[src/rtl/dalu_pkg.sv]
// Shared opcode, state and width definitions for the 8-bit ALU execute controller.
package dalu_pkg;

  localparam int unsigned DALU_DATA_W = 8;
  localparam int unsigned OP_W        = 4;

  localparam logic [OP_W-1:0] OP_OR   = 4'd1;
  localparam logic [OP_W-1:0] OP_AND  = 4'd2;
  localparam logic [OP_W-1:0] OP_XOR  = 4'd3;
  localparam logic [OP_W-1:0] OP_NOT  = 4'd4;
  localparam logic [OP_W-1:0] OP_ADD  = 4'd5;
  localparam logic [OP_W-1:0] OP_SHL  = 4'd6;
  localparam logic [OP_W-1:0] OP_PASS = 4'd7;

  typedef enum logic [1:0] {
    IDLE = 2'd0,
    EXEC = 2'd1,
    WB   = 2'd2
  } state_e;

  // Opcodes outside 1..7 retire without touching architectural state.
  function automatic logic is_legal_op(input logic [OP_W-1:0] op);
    case (op)
      OP_OR, OP_AND, OP_XOR, OP_NOT, OP_ADD, OP_SHL, OP_PASS: is_legal_op = 1'b1;
      default:                                               is_legal_op = 1'b0;
    endcase
  endfunction

endpackage

[src/rtl/dalu_regfile.sv]
// General register file: two operand read ports, one debug read port, one synchronous write port.
module dalu_regfile
  import dalu_pkg::*;
#(
  parameter int unsigned DATA_W = DALU_DATA_W,
  parameter int unsigned NREGS  = 4,
  parameter int unsigned IDX_W  = 2
) (
  input  logic              clk,
  input  logic              rst_n,
  input  logic              we_i,
  input  logic [IDX_W-1:0]  wa_i,
  input  logic [DATA_W-1:0] wd_i,
  input  logic [IDX_W-1:0]  ra_a_i,
  output logic [DATA_W-1:0] rd_a_o,
  input  logic [IDX_W-1:0]  ra_b_i,
  output logic [DATA_W-1:0] rd_b_o,
  input  logic [IDX_W-1:0]  dbg_addr_i,
  output logic [DATA_W-1:0] dbg_data_o
);

  logic [DATA_W-1:0] mem_q [NREGS];

  always_ff @(posedge clk or negedge rst_n) begin
    if (!rst_n) begin
      for (int unsigned i = 0; i < NREGS; i++) begin
        mem_q[i] <= '0;
      end
    end else if (we_i) begin
      mem_q[wa_i] <= wd_i;
    end
  end

  assign rd_a_o     = mem_q[ra_a_i];
  assign rd_b_o     = mem_q[ra_b_i];
  assign dbg_data_o = mem_q[dbg_addr_i];

endmodule

[src/rtl/dalu_exec_ctrl.sv]
// Execute-stage controller: sequences IDLE -> EXEC -> WB around an external 8-bit ALU.
// Define DALU_EXEC_CTRL_BYPASS_EN to accept in WB with a writeback-to-operand bypass.
module dalu_exec_ctrl
  import dalu_pkg::*;
#(
  parameter int unsigned DATA_W = DALU_DATA_W,
  parameter int unsigned NREGS  = 4,
  parameter int unsigned IDX_W  = 2
) (
  input  logic              clk,
  input  logic              rst_n,
  input  logic              instr_valid,
  output logic              instr_ready,
  input  logic [OP_W-1:0]   instr_op,
  input  logic [IDX_W-1:0]  instr_rd,
  input  logic [IDX_W-1:0]  instr_ra,
  input  logic [IDX_W-1:0]  instr_rb,
  input  logic              instr_use_imm,
  input  logic [DATA_W-1:0] instr_imm,
  output logic [DATA_W-1:0] alu_a,
  output logic [DATA_W-1:0] alu_b,
  output logic [OP_W-1:0]   alu_op,
  input  logic [DATA_W-1:0] alu_out,
  input  logic              alu_zero,
  output logic              done,
  output logic              illegal_op,
  output logic              zero_flag,
  input  logic [IDX_W-1:0]  dbg_addr,
  output logic [DATA_W-1:0] dbg_data
);

  state_e            state_q, state_d;
  logic [OP_W-1:0]   op_q, op_d;
  logic [IDX_W-1:0]  rd_q, rd_d;
  logic [DATA_W-1:0] res_q, res_d;
  logic              res_zero_q, res_zero_d;
  logic              ready_q, ready_d;
  logic              done_q, done_d;
  logic              illegal_q, illegal_d;
  logic              zero_q, zero_d;
  logic [DATA_W-1:0] alu_a_q, alu_a_d;
  logic [DATA_W-1:0] alu_b_q, alu_b_d;
  logic [OP_W-1:0]   alu_op_q, alu_op_d;

  logic              accept_c;
  logic              wb_legal_c;
  logic [DATA_W-1:0] rf_a_c, rf_b_c;
  logic [DATA_W-1:0] src_a_c, src_b_c;

  dalu_regfile #(
    .DATA_W (DATA_W),
    .NREGS  (NREGS),
    .IDX_W  (IDX_W)
  ) u_regfile (
    .clk        (clk),
    .rst_n      (rst_n),
    .we_i       (wb_legal_c),
    .wa_i       (rd_q),
    .wd_i       (res_q),
    .ra_a_i     (instr_ra),
    .rd_a_o     (rf_a_c),
    .ra_b_i     (instr_rb),
    .rd_b_o     (rf_b_c),
    .dbg_addr_i (dbg_addr),
    .dbg_data_o (dbg_data)
  );

  assign accept_c   = instr_valid && ready_q;
  assign wb_legal_c = (state_q == WB) && is_legal_op(op_q);

  // Operands are captured at acceptance; the regfile cannot change before EXEC
  // except through the WB write happening on that same edge.
`ifdef DALU_EXEC_CTRL_BYPASS_EN
  assign src_a_c = (wb_legal_c && (instr_ra == rd_q)) ? res_q : rf_a_c;
  assign src_b_c = (wb_legal_c && (instr_rb == rd_q)) ? res_q : rf_b_c;
`else
  assign src_a_c = rf_a_c;
  assign src_b_c = rf_b_c;
`endif

  always_ff @(posedge clk or negedge rst_n) begin
    if (!rst_n) begin
      state_q    <= IDLE;
      op_q       <= '0;
      rd_q       <= '0;
      res_q      <= '0;
      res_zero_q <= 1'b0;
      ready_q    <= 1'b0;
      done_q     <= 1'b0;
      illegal_q  <= 1'b0;
      zero_q     <= 1'b0;
      alu_a_q    <= '0;
      alu_b_q    <= '0;
      alu_op_q   <= '0;
    end else begin
      state_q    <= state_d;
      op_q       <= op_d;
      rd_q       <= rd_d;
      res_q      <= res_d;
      res_zero_q <= res_zero_d;
      ready_q    <= ready_d;
      done_q     <= done_d;
      illegal_q  <= illegal_d;
      zero_q     <= zero_d;
      alu_a_q    <= alu_a_d;
      alu_b_q    <= alu_b_d;
      alu_op_q   <= alu_op_d;
    end
  end

  always_comb begin
    state_d    = state_q;
    op_d       = op_q;
    rd_d       = rd_q;
    res_d      = res_q;
    res_zero_d = res_zero_q;
    zero_d     = zero_q;
    alu_a_d    = alu_a_q;
    alu_b_d    = alu_b_q;

    case (state_q)
      IDLE: begin
        if (accept_c) state_d = EXEC;
      end
      EXEC: begin
        state_d    = WB;
        res_d      = alu_out;
        res_zero_d = alu_zero;
      end
      WB: begin
        state_d = IDLE;
        if (wb_legal_c) zero_d = res_zero_q;
`ifdef DALU_EXEC_CTRL_BYPASS_EN
        if (accept_c) state_d = EXEC;
`endif
      end
      default: state_d = IDLE;
    endcase

    if (accept_c) begin
      op_d    = instr_op;
      rd_d    = instr_rd;
      alu_a_d = src_a_c;
      alu_b_d = instr_use_imm ? instr_imm : src_b_c;
    end

    // Registered outputs are computed from the upcoming state so they align with it.
    alu_op_d  = (state_d == EXEC) ? op_d : '0;
    done_d    = (state_d == WB);
    illegal_d = (state_d == WB) && !is_legal_op(op_d);
    ready_d   = (state_d == IDLE);
`ifdef DALU_EXEC_CTRL_BYPASS_EN
    if (state_d == WB) ready_d = 1'b1;
`endif
  end

  assign instr_ready = ready_q;
  assign done        = done_q;
  assign illegal_op  = illegal_q;
  assign zero_flag   = zero_q;
  assign alu_a       = alu_a_q;
  assign alu_b       = alu_b_q;
  assign alu_op      = alu_op_q;

endmodule
[config.mk]
export PLATFORM = sky130hd
export DESIGN_NAME = dalu_exec_ctrl
export DESIGN_NICKNAME = d
export VERILOG_FILES = /design/src/rtl/dalu_pkg.sv /design/src/rtl/dalu_regfile.sv /design/src/rtl/dalu_exec_ctrl.sv
export SDC_FILE = /design/constraint.sdc
export NUM_CORES = 1
export LEC_CHECK = 0
export BUFFER_PORTS_ARGS = -buffer_cell sky130_fd_sc_hd__buf_2
export CAP_MARGIN = 20
export CELL_PAD_IN_SITES_DETAIL_PLACEMENT = 0
export CELL_PAD_IN_SITES_GLOBAL_PLACEMENT = 1
export CORE_ASPECT_RATIO = 2
export CORE_UTILIZATION = 40
export DETAILED_ROUTE_END_ITERATION = 7
export PLACE_DENSITY = 0.74
export SLEW_MARGIN = 20
export SYNTH_ARGS = -nofsm -noshare
export SYNTH_HDL_FRONTEND = slang
export SYNTH_HIERARCHICAL = 1
export SYNTH_SLANG_ARGS = --single-unit
[constraint.sdc]
create_clock -name clk -period 2.01 [get_ports clk]
set_input_delay 0.201 -clock clk [delete_from_list [all_inputs] [get_ports clk]]
set_output_delay 0.201 -clock clk [all_outputs]
set_load 0.02 [all_outputs]
======== Word-level counts from Yosys, hierarchy flattened ========
Index checks and enable logic that the tools add are counted.
Widths: inputs -> output; s select.
word-level totals
  register bits ........................... 73
  output and inout bits ................... 32
  word-level logic and storage cells ...... 72
cells by class
  order comparisons ....................... 5
  eq/ne operators ......................... 18
  multiplexer cells ....................... 19
  bitwise logic cells ..................... 4
  reductions and logical operators ........ 10
operator list
  cell                count
  $mux 8              8
  $bmux 8 s2          3
  $bwmux 32           1
  $eq 4x3->1 const B  8
  $demux 8 s2         1
  $eq 4x2->1 const B  4
  $reduce_or 7->1     2
  $ge 3x3->1 const B  4
  $not 2->3           4
  $eq 4x1->1 const B  2
  $mux 4              2
  $eq 2x1->1 const B  2
  $eq 2x2->1 const B  2
  $logic_and 1x1->1   4
  $logic_not 2->1     2
  $pmux 2 s2          1
  $lt 3x1->1 const B  1
  $mux 1              2
  $mux 2              1
  $reduce_and 2->1    1
  $logic_not 1->1     1

======== Logic depth before layout (Yosys ltp) ========
  depth after elaboration ................. 7
  gate-level depth with buffers ........... 5
  gate-level depth less buffers ........... 4

======== By module ========
The synthesis kept the hierarchy.
by module, submodules not included
  module          instances  cells an instance  area each (µm²)  sequential area each (µm²)
  dalu_regfile    1          98                 1779.2           800.8
  dalu_exec_ctrl  1          110                1575.3           1001.0

======== Least setup slack after synthesis ========
OpenSTA, ideal clock, no wires.
  path kind ............................... register to register
  from .................................... reg, netlist name done
  to ...................................... reg u_regfile/mem_q[24] in the netlist's numbering
  setup time .............................. 0.125 ns
  data arrival time ....................... 1.745 ns
  data required time ...................... 1.885 ns
  slack ................................... 0.141 ns
  cell stages (with the launch flop) ...... 4
  path buffers ............................ 0
  period minus slack after synthesis ...... 1.869 ns
  path through ............................ dfrtp_1 nor4b_2 nor3b_4 mux2_2
RTL lines
  item                            line                text
  end signal: indexed assignment  dalu_regfile.sv:30  mem_q[wa_i] <= wd_i;
  end: declaration                dalu_regfile.sv:22  logic [DATA_W-1:0] mem_q [NREGS];

======== Worst setup path in the final report ========
  from .................................... reg state_q[0]
  to ...................................... reg u_regfile/mem_q[26] in the netlist's numbering
on the way
  word-level cells in the longest chain between the ends .. 2
RTL lines
  item                      line                  text
  start: declaration        dalu_exec_ctrl.sv:32  state_e state_q, state_d;
  start signal: assignment  dalu_exec_ctrl.sv:96  state_q <= state_d;
  $eq 2x2->1                dalu_exec_ctrl.sv:69  assign wb_legal_c = (state_q == WB) && is_legal_op(op_q);
  $logic_and 1x1->1         dalu_exec_ctrl.sv:69
  via wb_legal_c            dalu_exec_ctrl.sv:46  logic wb_legal_c;
The timed path passes the listed nets, and every way through them passes these cells.
A chain may end at the register's enable or synchronous reset.

==> impl_summary.log <==
INFO  metric skew = a little over 0.009 ns
INFO  metric cts.sink_count = 72
INFO  metric setup.worst_path.end_class = register
INFO  metric worst_setup_hold_path_clk_slew = ~0.050 ns
INFO  metric cp_num_buf_inv = 0
INFO  metric post_cts_buffers = 0
INFO  metric flop_and_latch_count_out_of_synthesis = 72
INFO  metric grt_pass1_wl = between 10 and 15 mm
INFO  metric finalWeightedCongestion = around 0.77
INFO  metric synthesis.area_per_instance = about 16 um^2
INFO  metric first_global_vias = between 2000 and 2500
INFO  metric slowest_stage_cell_crit_path = nor3b_4
INFO  metric floorplan.die.width = 66.8 um
INFO  metric cts_tree = yes
INFO  metric starting_density = 0.419
INFO  metric num_antenna_cells = 0
INFO  metric grt_max_degree = 27
INFO  metric drive_gt1_frac = 0.611
INFO  metric worst-path-max-fanout = 8
INFO  metric drc = 0
INFO  metric fp.dieArea = between 0.008 and 0.009 mm^2
INFO  metric global_route.overflow_total = 0
INFO  metric detailedRoute.firstIterationViolations = 60
INFO  metric yosys_warnings = 6
INFO  metric final_cell_mix = 72 x dfrtp_1, 64 x buf_2, 55 x mux2_2, 24 x mux4_2, 9 x clkbuf_16
INFO  metric vdd_drop_max = between 0.8 and 0.9 mV
INFO  metric p_per_area = about 1600 mW/mm^2
INFO  metric cap_viol_max_count = 0
INFO  metric syn_area = around 0.0034 mm^2
INFO  metric detail_route.vias_per_cell = 5.47
INFO  metric final.min_clock_period = ~1.8 ns
INFO  metric route.antenna.remaining_nets = 0
INFO  metric dpl.hpwl = between 5 and 6 mm
INFO  metric h-tree-depth = 3
INFO  metric leakage = approximately 2.0 nW
INFO  metric required_time_reported_for_the_critical_path_endpoint = 2.22 ns
INFO  metric drt_pre_antenna_iters = 4
INFO  metric ff2ff_path_depth = 3
INFO  metric avgRoutedWirePerCell = 19.2 um
INFO  metric row_count = between 40 and 50
INFO  metric worstSetupPathDepth = 3
INFO  metric critPathLaunchType = register
INFO  metric synth.lib_cells_used.distinct = 27
INFO  metric final_report_setup_violation_count = 0
INFO  metric max-slew-margin-rel = 0.662
INFO  metric worst-slew-pin-transition = just over 0.5 ns
INFO  metric number_of_cells_produced_by_synthesis = roughly 210
INFO  metric layout_commonest_cell = dfrtp_1
INFO  metric antenna_found_initial = 0
INFO  metric ios = between 60 and 70
INFO  metric drt_wl_total = between 7 and 8 mm
INFO  metric design.final.nets = about 310
INFO  metric numPortBuffers = 64
INFO  metric min_period_over_period = 0.882
INFO  metric number_of_vias_in_the_routed_layout = ~2100
INFO  metric grt_use_total = 0.192
INFO  metric die-height = between 100 and 150 um
INFO  metric syn-num-nets = 241
INFO  metric post-layout-total-power = 6.79 mW
INFO  metric worstSetupPathType = register to register
INFO  metric timing.hold.worst_path_depth = 2
INFO  metric cts_inserted_buffers = 9
INFO  metric area_growth = 24.2%
INFO  metric synth_sequential_area_ratio = 0.537
INFO  metric rsz0062_at_grt = no
INFO  metric clock_latency_on_the_worst_skew_pair = 0.34 ns
INFO  metric placeableCoreArea = between 0.008 and 0.009 mm^2
INFO  metric min_path_type = primary input to register
INFO  metric hold_viol = 0
INFO  metric outcome = complete, no violations
INFO  metric final_max_slew_viol_count = 0
INFO  metric critical_path.top_delay_family = simple AND/OR/NAND/NOR gates
INFO  metric cpPeakStageDelay = about 0.5 ns
INFO  metric crit_chain = nor4b_2, nor3b_4, mux2_2
INFO  metric finalSetupTns = 0 ns
INFO  metric clockRootBuffer = clkbuf_16
INFO  metric cts_max_path_buffers = 2
INFO  metric cp_data_arrival_time = 1.99 ns
INFO  metric final_std_cells_w_o_fill = 381
INFO  metric place_inst = 364
INFO  metric fmaxAchievable = 0.564 GHz
registers in the layout, summed over array words and instances (netlist names):
signal / cells
illegal_op: 1
zero_flag: 1
res_zero_q: 1
instr_ready: 1
alu_a: 8
state_q: 1
u_regfile/mem_q: 32
alu_b: 8
done: 1
res_q: 8
op_q: 4
rd_q: 2
alu_op: 4
Yosys cell counts:
cell type / number / area, um^2
inv_1: 1 / 3.75
a21o_1: 1 / 7.51
nand4bb_1: 1 / 11.3
or2_2: 1 / 6.26
a211o_1: 1 / 8.76
nand2_2: 1 / 6.26
mux4_2: 24 / 541
nand2b_1: 1 / 6.26
clkbuf_2: 1 / 5.00
and3_1: 1 / 6.26
nand2_1: 8 / 30.0
nor3b_4: 1 / 18.8
a221oi_2: 1 / 15.0
and2_1: 4 / 25.0
nand3b_2: 2 / 22.5
nor4b_2: 1 / 15.0
a21oi_1: 1 / 5.00
buf_2: 6 / 30.0
nor3_1: 2 / 10.0
o21a_1: 1 / 7.51
nand3_2: 1 / 10.0
mux2_2: 55 / 619
buf_6: 1 / 11.3
o21ai_0: 8 / 40.0
mux2i_1: 8 / 80.1
dfrtp_1: 72 / 1800
buf_1: 3 / 11.3
cells by family after synthesis:
family,synth area share
multiplexers,0.370
flip-flops,0.537
AND/OR/NAND/NOR,0.0500
AO/OA/AOI/OAI,0.0250
buffers and inverters,0.0183
through the flow:
step,area [um^2],hold slack (ns),utilization,worst slack [ns]
global route,4170,0.100,0.521,0.125
floorplan,3350,-0.0946,-,0.141
CTS,4170,0.0878,0.521,0.243
detailed placement,3800,0.142,0.475,0.259
finish,4170,0.0970,0.521,0.238
global placement,3800,0.142,0.475,0.292
report_power, final:
group / internal (mW) / switching (mW) / total (mW)
Combinational: 1.21 / 0.998 / 2.21
Sequential: 2.13 / 0.578 / 2.71
Clock: 1.28 / 0.595 / 1.87
layer usage:
| metal | GRT usage | part of all wire | up-vias |
|---|---|---|---|
| met5 | 0 | 0 | - |
| met4 | 0.0898 | 0.023 | 0 |
| met3 | 0.0365 | 0.045 | 13 |
| met2 | 0.323 | 0.55 | 52 |
| met1 | 0.227 | 0.38 | 1079 |
| li1 | - | - | 940 |
worst reg2reg max path, delay by kind of cell, from the launching register on:
kind	cells	cell delay (ns)
and+or+nand+nor	2	0.85
muxes	1	0.40
DFF	1	0.41
cell type report:
type | count | area, um^2
multi-input combinational | 124 | 1490
clock inverter | 5 | 103
sequential | 72 | 1800
clock buffer | 11 | 253
timing repair buffer | 72 | 395
tap | 96 | 120
fill | 696 | 3830
inverter | 1 | 3.75
what timing repair did:
item,in CTS,in global routing
endpoints found under the hold margin,13,0
hold buffers,1,0
resized for setup,0,0
final timing paths:
check                                      end        from  slack [ns]
min reg2reg                           alu_b[5]    alu_b[5]        0.47
min                                   res_q[3]  alu_out[3]         0.1
max reg2reg                u_regfile/mem_q[26]  state_q[0]        0.24
max in group asynchronous   u_regfile/mem_q[6]       rst_n        1.07
min in group asynchronous             alu_a[0]       rst_n        0.31
max                        u_regfile/mem_q[26]  state_q[0]        0.24
Power figures use the tool's default switching activity.
